## config.mk

```make
export PLATFORM = sky130hd
export DESIGN_NAME = pc_unit
export DESIGN_NICKNAME = d
export VERILOG_FILES = /design/src/rtl/pc_pkg.sv /design/src/rtl/pc_target_check.sv /design/src/rtl/pc_unit.sv
export SDC_FILE = /design/constraint.sdc
export NUM_CORES = 1
export LEC_CHECK = 0
export CAP_MARGIN = 40
export CORE_UTILIZATION = 48
export CTS_CLUSTER_SIZE = 20
export DETAILED_ROUTE_END_ITERATION = 10
export PLACE_DENSITY_LB_ADDON = 0.3
export SETUP_SLACK_MARGIN = 0.1
export SLEW_MARGIN = 20
export SYNTH_ARGS = -nofsm -noshare
export SYNTH_HDL_FRONTEND = slang
export SYNTH_SLANG_ARGS = --single-unit
```

## constraint.sdc

```tcl
create_clock -name clk -period 5.4 [get_ports clk]
set_input_delay 0.81 -clock clk [delete_from_list [all_inputs] [get_ports clk]]
set_output_delay 0.81 -clock clk [all_outputs]
set_load 0.01 [all_outputs]
```

## src/rtl/pc_pkg.sv

```systemverilog
// rtl/pc_pkg.sv - shared types and constants for the program-counter unit
package pc_pkg;

    typedef enum logic [1:0] {
        BOOT = 2'd0,
        RUN  = 2'd1,
        HALT = 2'd2
    } pc_state_t;

    localparam int          ILEN_BYTES32         = 4;
    localparam int          ILEN_BYTES16         = 2;
    localparam logic [31:0] DEFAULT_RESET_VECTOR = 32'h0000_0000;

endpackage

```

## src/rtl/pc_target_check.sv

```systemverilog
// rtl/pc_target_check.sv - redirect target alignment checker (PC_UNIT_RVC_EN relaxes to 2-byte)
module pc_target_check #(
    parameter int XLEN = 32
) (
    input  logic [XLEN-1:0] target,
    output logic            misaligned
);

`ifdef PC_UNIT_RVC_EN
    // Compressed instructions allowed: only halfword alignment is required
    logic unused_bits;
    assign unused_bits = ^target[XLEN-1:1];
    assign misaligned  = target[0];
`else
    // Only 32-bit instructions: targets must be word aligned
    logic unused_bits;
    assign unused_bits = ^target[XLEN-1:2];
    assign misaligned  = |target[1:0];
`endif

endmodule

```

## src/rtl/pc_unit.sv

```systemverilog
// rtl/pc_unit.sv - next-PC stage with trap/redirect priority, stall hold and misalignment halt (PC_UNIT_RVC_EN)
module pc_unit
    import pc_pkg::*;
#(
    parameter int              XLEN         = 32,
    parameter logic [XLEN-1:0] RESET_VECTOR = XLEN'(DEFAULT_RESET_VECTOR)
) (
    input  logic            clk,
    input  logic            reset,
    input  logic            stall,
    input  logic            fetch_ready,
    input  logic            redirect_valid,
    input  logic [XLEN-1:0] redirect_target,
    input  logic            trap_valid,
    input  logic [XLEN-1:0] trap_vector,
    input  logic            instr_len2,
    output logic [XLEN-1:0] PC_out,
    output logic [XLEN-1:0] PC_plus,
    output logic            fetch_valid,
    output logic [XLEN-1:0] epc_out,
    output logic            misaligned,
    output logic [XLEN-1:0] misaligned_addr
);

    pc_state_t       state;
    logic            target_bad;
    logic [XLEN-1:0] trap_target;

    pc_target_check #(
        .XLEN(XLEN)
    ) u_target_check (
        .target    (redirect_target),
        .misaligned(target_bad)
    );

`ifdef PC_UNIT_RVC_EN
    // Link/sequential value follows the length of the current instruction
    assign PC_plus     = PC_out + (instr_len2 ? XLEN'(ILEN_BYTES16) : XLEN'(ILEN_BYTES32));
    assign trap_target = trap_vector & ~XLEN'(1);
`else
    // Fixed 4-byte step; the length hint has no meaning without compressed support
    logic unused_len2;
    assign unused_len2 = instr_len2;
    assign PC_plus     = PC_out + XLEN'(ILEN_BYTES32);
    assign trap_target = trap_vector & ~XLEN'(3);
`endif

    // Control FSM: PC selection, trap capture, misalignment pulse and halt
    always_ff @(posedge clk or posedge reset) begin
        if (reset) begin
            state           <= BOOT;
            PC_out          <= RESET_VECTOR;
            fetch_valid     <= 1'b0;
            epc_out         <= '0;
            misaligned      <= 1'b0;
            misaligned_addr <= '0;
        end else begin
            misaligned <= 1'b0;
            case (state)
                BOOT: begin
                    state       <= RUN;
                    fetch_valid <= 1'b1;
                end
                RUN: begin
                    if (trap_valid) begin
                        PC_out  <= trap_target;
                        epc_out <= PC_out;
                    end else if (redirect_valid) begin
                        if (target_bad) begin
                            state           <= HALT;
                            fetch_valid     <= 1'b0;
                            misaligned      <= 1'b1;
                            misaligned_addr <= redirect_target;
                        end else begin
                            PC_out <= redirect_target;
                        end
                    end else if (!stall && fetch_ready) begin
                        PC_out <= PC_plus;
                    end
                end
                HALT: begin
                    if (trap_valid) begin
                        PC_out      <= trap_target;
                        epc_out     <= PC_out;
                        state       <= RUN;
                        fetch_valid <= 1'b1;
                    end
                end
                default: begin
                    state       <= BOOT;
                    fetch_valid <= 1'b0;
                end
            endcase
        end
    end

endmodule

```

* Word-level counts from Yosys, hierarchy flattened
Index checks and enable logic that the tools add are counted.
** Cells by class
- Bitwise gates (word level) :: 1
- $add $sub $neg :: 1
- $mul :: 0
- $lt $le $gt $ge :: 0
- Eq/ne operators :: 8
- Div/mod/pow operators :: 0
- Shift operators :: 0
- Mux-type cells :: 20
- Reduce and logical (&&, ||, !) cells :: 10
** Operator list (count)
- 32-bit 2-to-1 mux :: 5
- 32-bit one-hot mux with 2 select lines :: 1
- 32-bit by 3-bit adder with 32-bit output, second input constant :: 1
- 4-bit AND reduction :: 3
- 1-bit 2-to-1 mux :: 8
- 2-bit 2-to-1 mux :: 4
- 2-bit != test, second input constant :: 4
- 4-bit != test, second input constant :: 2
- 2-bit one-hot mux with 3 select lines :: 1
- 2-bit OR reduction :: 2
- 1-bit one-hot mux with 3 select lines :: 1
- 2-bit by 1-bit equality test with 1-bit output, second input constant :: 1
- 2-bit equality test, second input constant :: 1
- 2-bit zero test :: 1
- 2-bit AND reduction :: 1
- 2-bit nonzero test :: 1
- 1-bit logical AND :: 1
- 1-bit zero test :: 1
- 1-bit NOT :: 1
** Storage, ports and cells
- Flip-flop bits (word level) :: 100
- Bits in writable memories :: 0
- Bits of input ports :: 71
- Memory bits (read-only) :: 0
- Memories kept :: 0
- Bits in latches :: 0

* Logic depth before layout (Yosys ltp)
Gate-level depths: netlist (run 1).
- Depth in word-level cells :: 6
- Mapped depth :: 9
- Gate-level depth less buffers :: 7

* By module
From an unflattened synthesis (run 1), not the netlist that was laid out.
** Second synthesis, totals
- Cell total of the unflattened synthesis :: 558
- Area total of the unflattened synthesis :: 5168.7 um^2
** Modules (own cells, without submodules)
- pc_unit :: cells an instance 557, area an instance 5162.5 um^2, instances 1
- pc_target_check :: cells an instance 1, area an instance 6.3 um^2, instances 1

* Worst setup path before layout (run 1)
No wires, ideal clock.
- Path type :: register -> output
- Start :: register PC_out[2]
- End :: output port PC_plus[30]
- Setup slack :: 2.703 ns
- Stages on the path, launching flop included :: 6
- Path buffers :: 0
- Arrival time :: 1.887 ns
- Cell sequence :: dfrtp_1 > ha_1 > and4_4 > nand4_4 > or4_4 > xnor2_2
** Between the ends
- Cells in the longest elaborated chain, start to end :: 1
** RTL lines
- start, declared :: RTL line pc_unit.sv:17 : output logic [XLEN-1:0] PC_out,
- start signal, assigned :: RTL line pc_unit.sv:66 : PC_out <= trap_target;
- start signal, assigned :: RTL line pc_unit.sv:75 : PC_out <= redirect_target;
- start signal, assigned :: RTL line pc_unit.sv:78 : PC_out <= PC_plus;
- 32-bit by 3-bit adder with 32-bit output :: RTL line pc_unit.sv:44 : assign PC_plus = PC_out + XLEN'(ILEN_BYTES32);
- end, declared :: RTL line pc_unit.sv:18 : output logic [XLEN-1:0] PC_plus,
No other way between the ends.

* Worst setup path in the final report (run 1)
- Start :: register PC_out[3]
- End :: output port PC_plus[30]
The elaborated chain is that of the path after synthesis.

==> reports/qor.yml, run 1 <==
outcome:
  status: "complete, no violations"
clock_network:
  cts_hold_buffers: 0
  cts_resized: 0
  cts_buffers: 9
  htreeDepth: 3
  clk_pin_slew_ns: 0.10
  ctsRootBufferMaster: "clkbuf_8"
  post_cts_buffers: 0
  cts_tree: "done"
  clock_sinks: 99
  clock_latency_ns: 0.37
  cts.path.max_buffers: 2
routing:
  via_count: 4914
  wire_per_inst_um: 18.4
  drt_first_iter_violations: 378
  drt_pass1_iterations: 6
  post_drt_via_cell_ratio: 5.58
  ant_nets: 0
  totalWireLength_um: 16200
  remaining_drc_errors: 0
final_layout:
  synthToLayoutAreaGrowth_pct: 44.8
  seq_area_um2: 2480
  fill_cells: 799
  drive_gt1_frac: 0.0793
  multi_input_area_um2: 2490
  fin_util: 0.719
  n_antenna_cell: 0
  nets: 815
  fin_area_um2: 7460
global_routing:
  overflow: 0
  grt_antenna_before_repair: 0
  grt_start_max_net_pins: 59
  grt_pass1_wl_um: 25800
  globalRouteTotalUtil: 0.299
  first_global_vias: 4828
yosys:
  synth_top_area_share: 0.481
  syn-num-nets: 638
  synth_common_cells: "nand2_1 (170), dfrtp_1 (99), o21ai_0 (25)"
  synth_edf_count: 0
  yosysWarnings: 0
  netlist-cell-type-count: 63
  yosysMostFrequentCell: "nand2_1"
  ys_seq_area_frac: 0.481
  ys_ff_latch: 99
  ys_top_cells_by_area: "dfrtp_1 (48%), nand2_1 (12%), mux2_2 (3.3%), xnor2_1 (2.6%), o21ai_0 (2.4%)"
  netlist_instances: 562
  synth_area_per_cell_um2: 9.16
  synthesis.area_um2: 5150
  async_reset_ff_frac: 1.00
  synth_top_area_cell: "dfrtp_1"
  yosys_most_used_dff: "dfrtp_1"
setup_path:
  cp_max_fo: 8
  end_kind: "output port"
  cp_data_arrival_time_ns: 3.02
  required_ns: 4.59
  crit_type: "reg -> out"
  cp-start-kind: "register"
die:
  core_area_um2: 10400
  die_w_um: 106
  die-height_um: 106
  num_io_pins: 201
  die_area_um2: 11100
  rows: 37
  start_util: 0.497
sta:
  setup_viol: 0
  tns_ns: 0
  drv_slew: 0
  fin_crit_ns: 3.83
  grt_setup_unrepaired: "no"
  slew_headroom: 0.414
  fin_crit_sh: 0.710
  fmax_ghz: 0.261
  final.setup_skew_ns: 0.00717
  worst_pin_slew_ns: 0.878
  setup_slack_ns: 1.57
  finalHoldViolCount: 0
placement:
  gp_congestion: 0.827
  dpl_cell_area_um2: 7200
  hpwl_um: 12000
  post-place-ws_ns: 1.93
  port_buffers: 197
min_path:
  min_path_type: "reg -> reg"
run:
  max-cap-violations: 0
power:
  peakVddDrop_uv: 310
  power.leakage_nw: 3.31
  finalPower_w: 0.00459
  power_density_nw_per_um2: 615
sequential cells by signal, summed over array words and instances, names as in the netlist:
name / flops
PC_out: 32
epc_out: 32
misaligned_addr: 32
state: 2
misaligned: 1
cell usage in the layout, fill, tap and decap left out, types with 3 or more instances in the layout:
| master | n |
|---|---|
| clkdlybuf4s50_1 | 196 |
| nand2_1 | 170 |
| dfrtp_1 | 99 |
| o21ai_0 | 25 |
| nand3_1 | 18 |
| a21oi_1 | 17 |
| nor2_1 | 16 |
| xnor2_1 | 15 |
| mux2_2 | 15 |
| a22oi_1 | 13 |
| xor2_1 | 11 |
| clkbuf_8 | 10 |
| nand4_1 | 9 |
| nand2b_1 | 8 |
| a21o_1 | 7 |
| inv_1 | 7 |
| nor3_1 | 6 |
| mux2i_1 | 6 |
| nor4_1 | 5 |
| ha_1 | 5 |
| buf_4 | 5 |
| and4_1 | 4 |
| a31oi_1 | 4 |
| a221o_1 | 4 |
| nor3b_1 | 3 |
| and3_1 | 3 |
| o31a_1 | 3 |
| a32o_1 | 3 |
| or2_2 | 3 |
| o211ai_1 | 3 |
| bufinv_16 | 3 |
metrics by stage:
stage / std cells / hold WS [ns]
floorplan: 562 / 0.512
global placement: 861 / 0.458
detailed placement: 863 / 0.463
CTS: 879 / 0.486
global route: 880 / 0.504
finish: 880 / 0.483
metal layers:
layer / up-vias / GRT usage / routed length (µm)
li1: 2277 / - / -
met1: 2380 / 0.408 / 6800
met2: 232 / 0.475 / 7800
met3: 25 / 0.0612 / 1300
met4: 0 / 0.108 / 308
met5: - / 0 / 0
critical path, stage by stage (launching register included):
cell and delay, ns:
dfrtp_1 0.55, ha_1 0.29, and4_4 0.30, nand4_4 0.18
or4_4 0.60, xnor2_2 0.16, clkdlybuf4s50_1 0.58
worst paths after layout:
| kind | from | to | slack, ns | depth (start not counted) |
|---|---|---|---|---|
| hold reg to reg | epc_out[14] | epc_out[14] | 0.48 | 2 |
| max in group asynchronous | reset | epc_out[21] | 3.42 | 3 |
| setup reg to reg | state[1] | PC_out[27] | 2.77 | 7 |
| min in group asynchronous | reset | epc_out[29] | 0.83 | 2 |
| setup / recovery | PC_out[3] | PC_plus[30] | 1.57 | 6 |
| hold / removal | epc_out[14] | epc_out[14] | 0.48 | 2 |
report_power, final:
part,internal (W),total [W],switching [W]
sequential,0.00110,0.00150,0.000408
clock,0.000319,0.000583,0.000263
combinational,0.00131,0.00250,0.00119
logic make-up (layout without fill, tap and decap cells):
| family | Yosys count | in the layout | synth area share |
|---|---|---|---|
| AOI/OAI and AO/OA | 96 | 96 | 0.128 |
| xor gates and xnor gates | 27 | 27 | 0.0474 |
| adders and majority gates | 5 | 5 | 0.0121 |
| buffers and inverters | 47 | 229 | 0.0384 |
| DFF | 99 | 99 | 0.481 |
| muxes | 21 | 21 | 0.0445 |
| and+or+nand+nor | 267 | 267 | 0.249 |
final cells by class:
class	instances	share of cell area
tap	136	0.0228
clock buffer	11	0.0190
sequential	99	0.332
timing repair buffer	204	0.273
inverter	9	0.00486
multi-input combinational	416	0.334
clock inverter	5	0.0134
(Power assumes the default switching activity.)
==> inputs of run 2 (changes only) <==
--- a/config.mk
+++ b/config.mk
@@ -6,7 +6,7 @@
 export NUM_CORES = 1
 export LEC_CHECK = 0
 export CAP_MARGIN = 40
-export CORE_UTILIZATION = 48
+export CORE_UTILIZATION = 40
 export CTS_CLUSTER_SIZE = 20
 export DETAILED_ROUTE_END_ITERATION = 10
 export PLACE_DENSITY_LB_ADDON = 0.3
==> constraint.sdc (replaced) <==
create_clock -name clk -period 3.3 [get_ports clk]
set_input_delay 0.495 -clock clk [delete_from_list [all_inputs] [get_ports clk]]
set_output_delay 0.495 -clock clk [all_outputs]
set_load 0.01 [all_outputs]
==> run 2 against run 1 <==
Compared with the run above: sequential power up 59%; non-clock buffer count rose by 16; via count decreased by 0.10%; global-route usage fell by 4.2 points; worst setup slack got worse by 1.4 ns; clock power rose by 84%; clock skew rose by 0.00084 ns; register-to-register slack worse by 1.6 ns; first-iteration DRC count is 24% lower; design area up 3.4%; sequential share of layout area down 0.90 points; largest cell class unchanged.
==> reports/qor.yml, run 2 (synthesis gave the netlist of run 1 again) <==
clock_network:
  clk_pin_slew_ns: 0.06
  htreeDepth: 3
  cts_buffers: 9
  cts_hold_buffers: 0
  cts.path.max_buffers: 2
  clock_sinks: 99
  cts_tree: "done"
  ctsRootBufferMaster: "clkbuf_16"
  clock_latency_ns: 0.35
setup_path:
  cp_data_arrival_time_ns: 2.61
  crit_type: "reg -> out"
  cp-start-kind: "register"
  regToRegSetupSlack_ns: 1.15
  cp_max_fo: 8
  crit_chain: "nand4_1, or4_4, nor4_4, xor2_1, clkdlybuf4s50_1"
  max_stage_delay_ns: 0.61
  end_kind: "output port"
  critPathLaunch: "PC_out[10]"
  r2r-start: "state[1]"
  crit_slowest_cell: "or4_4"
  required_ns: 2.80
sta:
  tns_ns: 0
  fin_crit_ns: 3.11
  holdWs_ns: 0.474
  fin_crit_sh: 0.942
  finalHoldViolCount: 0
  fmax_ghz: 0.322
  final.setup_skew_ns: 0.00802
  setup_slack_ns: 0.193
  grt_setup_unrepaired: "no"
  slew_headroom: 0.546
  drv_slew: 0
  setup_viol: 0
  worst_pin_slew_ns: 0.680
routing:
  totalWireLength_um: 16600
  wire_per_inst_um: 17.8
  remaining_drc_errors: 0
  ant_nets: 0
  drt_first_iter_violations: 286
  post_drt_via_cell_ratio: 5.27
  drt_pass1_iterations: 4
  via_count: 4909
power:
  power_density_nw_per_um2: 1010
  power.leakage_nw: 3.42
  finalPower_w: 0.00778
  peakVddDrop_uv: 633
die:
  start_util: 0.410
  die_area_um2: 13300
  die_w_um: 115
  num_io_pins: 201
  rows: 41
  core_area_um2: 12600
  die-height_um: 115
global_routing:
  first_global_vias: 4750
  globalRouteTotalUtil: 0.257
  grt_start_max_net_pins: 53
  overflow: 0
  grt_antenna_before_repair: 0
  grt_pass1_wl_um: 25700
final_layout:
  mostFrequentLayoutCell: "clkdlybuf4s50_1"
  nets: 831
  synthToLayoutAreaGrowth_pct: 49.8
  n_antenna_cell: 0
  final_cell_mix: "clkdlybuf4s50_1 (194), nand2_1 (170), dfrtp_1 (87)"
  drive_gt1_frac: 0.116
  fin_area_um2: 7710
  fill_cells: 1085
  largestRegisters: "PC_out: 32 flops, epc_out: 32 flops, misaligned_addr: 32 flops"
placement:
  gp_congestion: 0.885
  post-place-ws_ns: 0.336
  hpwl_um: 12600
  port_buffers: 197
  dpl_cell_area_um2: 7370
outcome:
  status: "complete, no violations"
min_path:
  min-delay-start: "misaligned_addr[17]"
  min_path_type: "reg -> reg"
run:
  max-cap-violations: 0
==> run 2: cell types whose count changed in the layout (fill, tap and decap cells not counted), sizes merged, moves of 2 or more <==
| cell | before | now |
|---|---|---|
| buf | 8 | 24 |
| bufinv | 3 | 1 |
| clkdlybuf4s50 | 196 | 194 |
| clkinvlp | 0 | 2 |
==> run 2: worst paths after layout <==
kind | to | cells after the start
min reg2reg | misaligned_addr[17] | 2
min in group asynchronous | epc_out[30] | 2
min | misaligned_addr[17] | 2
max | PC_plus[29] | 5
max reg2reg | PC_out[28] | 6
max in group asynchronous | PC_out[7] | 3
==> run 2: final cells by class <==
class	count	area, µm²	area share
clock buffers	12	246	0.0320
clock inverters	4	50.0	0.00649
inverters	9	36.3	0.00470
multi-input cells	416	2510	0.325
flip-flops and latches	99	2490	0.323
well taps	172	215	0.0279
repair buffers	220	2170	0.281
==> run 2: routing by layer <==
metal / GRT usage / vias up / wire, µm
li1: - / 2329 / -
met1: 0.341 / 2376 / 7290
met2: 0.395 / 172 / 7760
met3: 0.0612 / 32 / 985
met4: 0.126 / 0 / 597
met5: 0 / - / 0
==> run 2: power breakdown <==
part	internal [W]	leakage [nW]	switching (W)
Clock	0.000608	0.139	0.000459
Sequential	0.00182	1.21	0.000564
Combinational	0.00224	2.07	0.00209
Total	0.00467	3.42	0.00312
==> run 2: metrics by stage <==
| step | utilization | std cells |
|---|---|---|
| after floorplan | - | 562 |
| after detailed placement | 0.587 | 914 |
| final | 0.614 | 932 |
| after global routing | 0.614 | 932 |
| after CTS | 0.611 | 930 |
| after global placement | 0.585 | 913 |
==> run 2: repair_timing <==
action,CTS,global route
gates resized for setup,8,9
endpoints found under the setup margin,3,5
buffers inserted,0,2
pin swaps,0,1
cloned,0,0
==> run 2: critical path, delay by kind of cell, from the launching register on <==
family / cells / cell delay (ns)
AND/OR/NAND/NOR: 3 / 1.05
buffers and inverters: 1 / 0.58
flip-flops: 1 / 0.45
XOR/XNOR: 1 / 0.17
==> inputs of run 3 (changes only) <==
--- a/config.mk
+++ b/config.mk
@@ -11,6 +11,7 @@
 export DETAILED_ROUTE_END_ITERATION = 10
 export PLACE_DENSITY_LB_ADDON = 0.3
 export SETUP_SLACK_MARGIN = 0.1
+export SKIP_LAST_GASP = 1
 export SLEW_MARGIN = 20
 export SYNTH_ARGS = -nofsm -noshare
 export SYNTH_HDL_FRONTEND = slang
==> constraint.sdc (replaced) <==
create_clock -name clk -period 2.66 [get_ports clk]
set_input_delay 0.399 -clock clk [delete_from_list [all_inputs] [get_ports clk]]
set_output_delay 0.399 -clock clk [all_outputs]
set_load 0.01 [all_outputs]
==> run 3 against run 2 <==
Compared with the run above: wire length increased by 1.3%; largest cell class unchanged; clock power increased by 30%; worst setup slack got worse by 0.19 ns; highest routed layer unchanged; non-clock buffer count grew 33; via count grew 3.6%; power grew 27%; first-iteration DRC count grew 6.3%; flip-flop and latch count unchanged.
==> reports/qor.yml, run 3 (synthesis gave the netlist of run 1 again) <==
outcome:
  status: "complete, no violations"
setup_path:
  end_kind: "output port"
  cp-start-kind: "register"
  cp_top_family: "simple AND/OR/NAND/NOR gates"
  cp_data_arrival_time_ns: 2.26
  cp_max_fo: 6
  crit_slowest_cell: "or4_4"
  crit_type: "reg -> out"
  max_stage_delay_ns: 0.49
  cp_num_buf_inv: 2
  crit_chain: "buf_4, nand4_1, or4_4, nor4_4, xor2_1, clkdlybuf4s15_1"
  required_ns: 2.26
final_layout:
  drive_gt1_frac: 0.158
  largestRegisters: "PC_out: 32 flops, epc_out: 32 flops, misaligned_addr: 32 flops"
  mostFrequentLayoutCell: "clkdlybuf4s50_1"
  nets: 864
  fill_cells: 1101
  final_cell_mix: "clkdlybuf4s50_1 (171), nand2_1 (170), dfrtp_1 (99)"
  synthToLayoutAreaGrowth_pct: 54.3
  final_cells: 964
  n_antenna_cell: 0
  fin_area_um2: 7950
sta:
  holdWs_ns: 0.473
  drv_slew: 0
  fin_crit_ns: 2.66
  fmax_ghz: 0.376
  grt_setup_unrepaired: "yes"
  setup_viol: 0
  fin_crit_sh: 1.00
  finalHoldViolCount: 0
  worst_pin_slew_ns: 0.706
  slew_headroom: 0.529
  final.setup_skew_ns: 0.00487
placement:
  placed_cells: 943
  dpl_cell_area_um2: 7590
  hpwl_um: 12600
  port_buffers: 197
  gp_congestion: 0.857
die:
  core_area_um2: 12600
  die_w_um: 115
  num_io_pins: 201
  die_area_um2: 13300
  start_util: 0.410
  die-height_um: 115
  rows: 41
clock_network:
  cts_tree: "done"
  cts_hold_buffers: 0
  clock_latency_ns: 0.35
  clock_sinks: 99
  cts_buffers: 9
  ctsRootBufferMaster: "clkbuf_16"
  clk_pin_slew_ns: 0.06
  htreeDepth: 3
  cts.path.max_buffers: 2
global_routing:
  grt_start_max_net_pins: 100
  first_global_vias: 4858
  overflow: 0
  globalRouteTotalUtil: 0.259
  grt_antenna_before_repair: 0
  grt_pass1_wl_um: 25900
power:
  peakVddDrop_uv: 603
  power_density_nw_per_um2: 1240
  power.leakage_nw: 3.66
routing:
  met3_length_um: 1290
  post_drt_via_cell_ratio: 5.27
  wire_per_inst_um: 17.5
  via_count: 5084
  met1_length_um: 7160
  remaining_drc_errors: 0
  drt_pass1_iterations: 5
  ant_nets: 0
  dr.max_layer_used: "met4"
  drt_first_iter_violations: 304
  met2WireLength_um: 7870
  totalWireLength_um: 16800
min_path:
  min_path_type: "reg -> reg"
run:
  max-cap-violations: 0
-- run 3: cell types whose count changed in the layout (fill, tap and decap cells not counted), sizes merged --
| cell | delta |
|---|---|
| inv | -1 |
| dlymetal6s2s | +3 |
| dlygate4sd2 | +7 |
| clkdlybuf4s15 | +3 |
| clkinvlp | -1 |
| buf | +35 |
| clkinv | -1 |
| clkdlybuf4s50 | -23 |
| clkbuf | +9 |
| bufinv | +1 |
-- run 3: timing repair --
action | 4_1_cts | 5_1_grt
endpoints found under the setup margin | 22 | 18
gates resized for setup | 38 | 25
endpoints found under the hold margin | 0 | 0
setup buffers | 4 | 2
pin swaps | 4 | 4
-- run 3: worst register-to-register path, delay by kind of cell, from the launching register on --
kind	cells	cell delay, ns
flops	1	0.42
simple gates	3	0.84
buf+inv	2	0.40
fa+ha+maj	1	0.52
-- run 3: power by group --
part	internal (W)	switching, W
Sequential	0.00224	0.000503
Combinational	0.00289	0.00286
Clock	0.000846	0.000546
Total	0.00597	0.00391
-- run 3: per-layer routing --
layer | global-route usage | vias up
met5 | 0 | -
met4 | 0.125 | 0
met3 | 0.0560 | 29
met2 | 0.401 | 210
met1 | 0.345 | 2456
li1 | - | 2389
-- run 3: worst paths after layout --
path | slack, ns | end | cells after the start | from
setup / recovery | 0.0005 | PC_plus[29] | 6 | PC_out[3]
hold / removal | 0.47 | epc_out[28] | 2 | epc_out[28]
setup reg to reg | 0.43 | epc_out[25] | 6 | state[0]
hold reg to reg | 0.47 | epc_out[28] | 2 | epc_out[28]
max in group asynchronous | 1.67 | epc_out[10] | 3 | reset
min in group asynchronous | 0.50 | epc_out[30] | 3 | reset
-- run 3: cell type report --
cell class	instances	area [µm²]	area share
clock buffer	13	250	0.0315
clock inverter	2	60.1	0.00756
multi-input combinational	416	2540	0.320
tap	172	215	0.0271
sequential	99	2480	0.312
timing repair buffer	253	2360	0.297
inverter	9	37.5	0.00472
-- run 3: stage by stage --
step           power (W)  setup TNS (ns)  setup slack (ns)   util
2_1_floorplan    0.00541               0             0.374      -
3_3_place_gp     0.00840               0            0.0706  0.604
3_5_place_dp     0.00853               0            0.0467  0.604
4_1_cts          0.00991         -0.0453           -0.0453  0.631
5_1_grt           0.0105         -0.0598           -0.0598  0.632
6_report         0.00988               0          0.000530  0.632
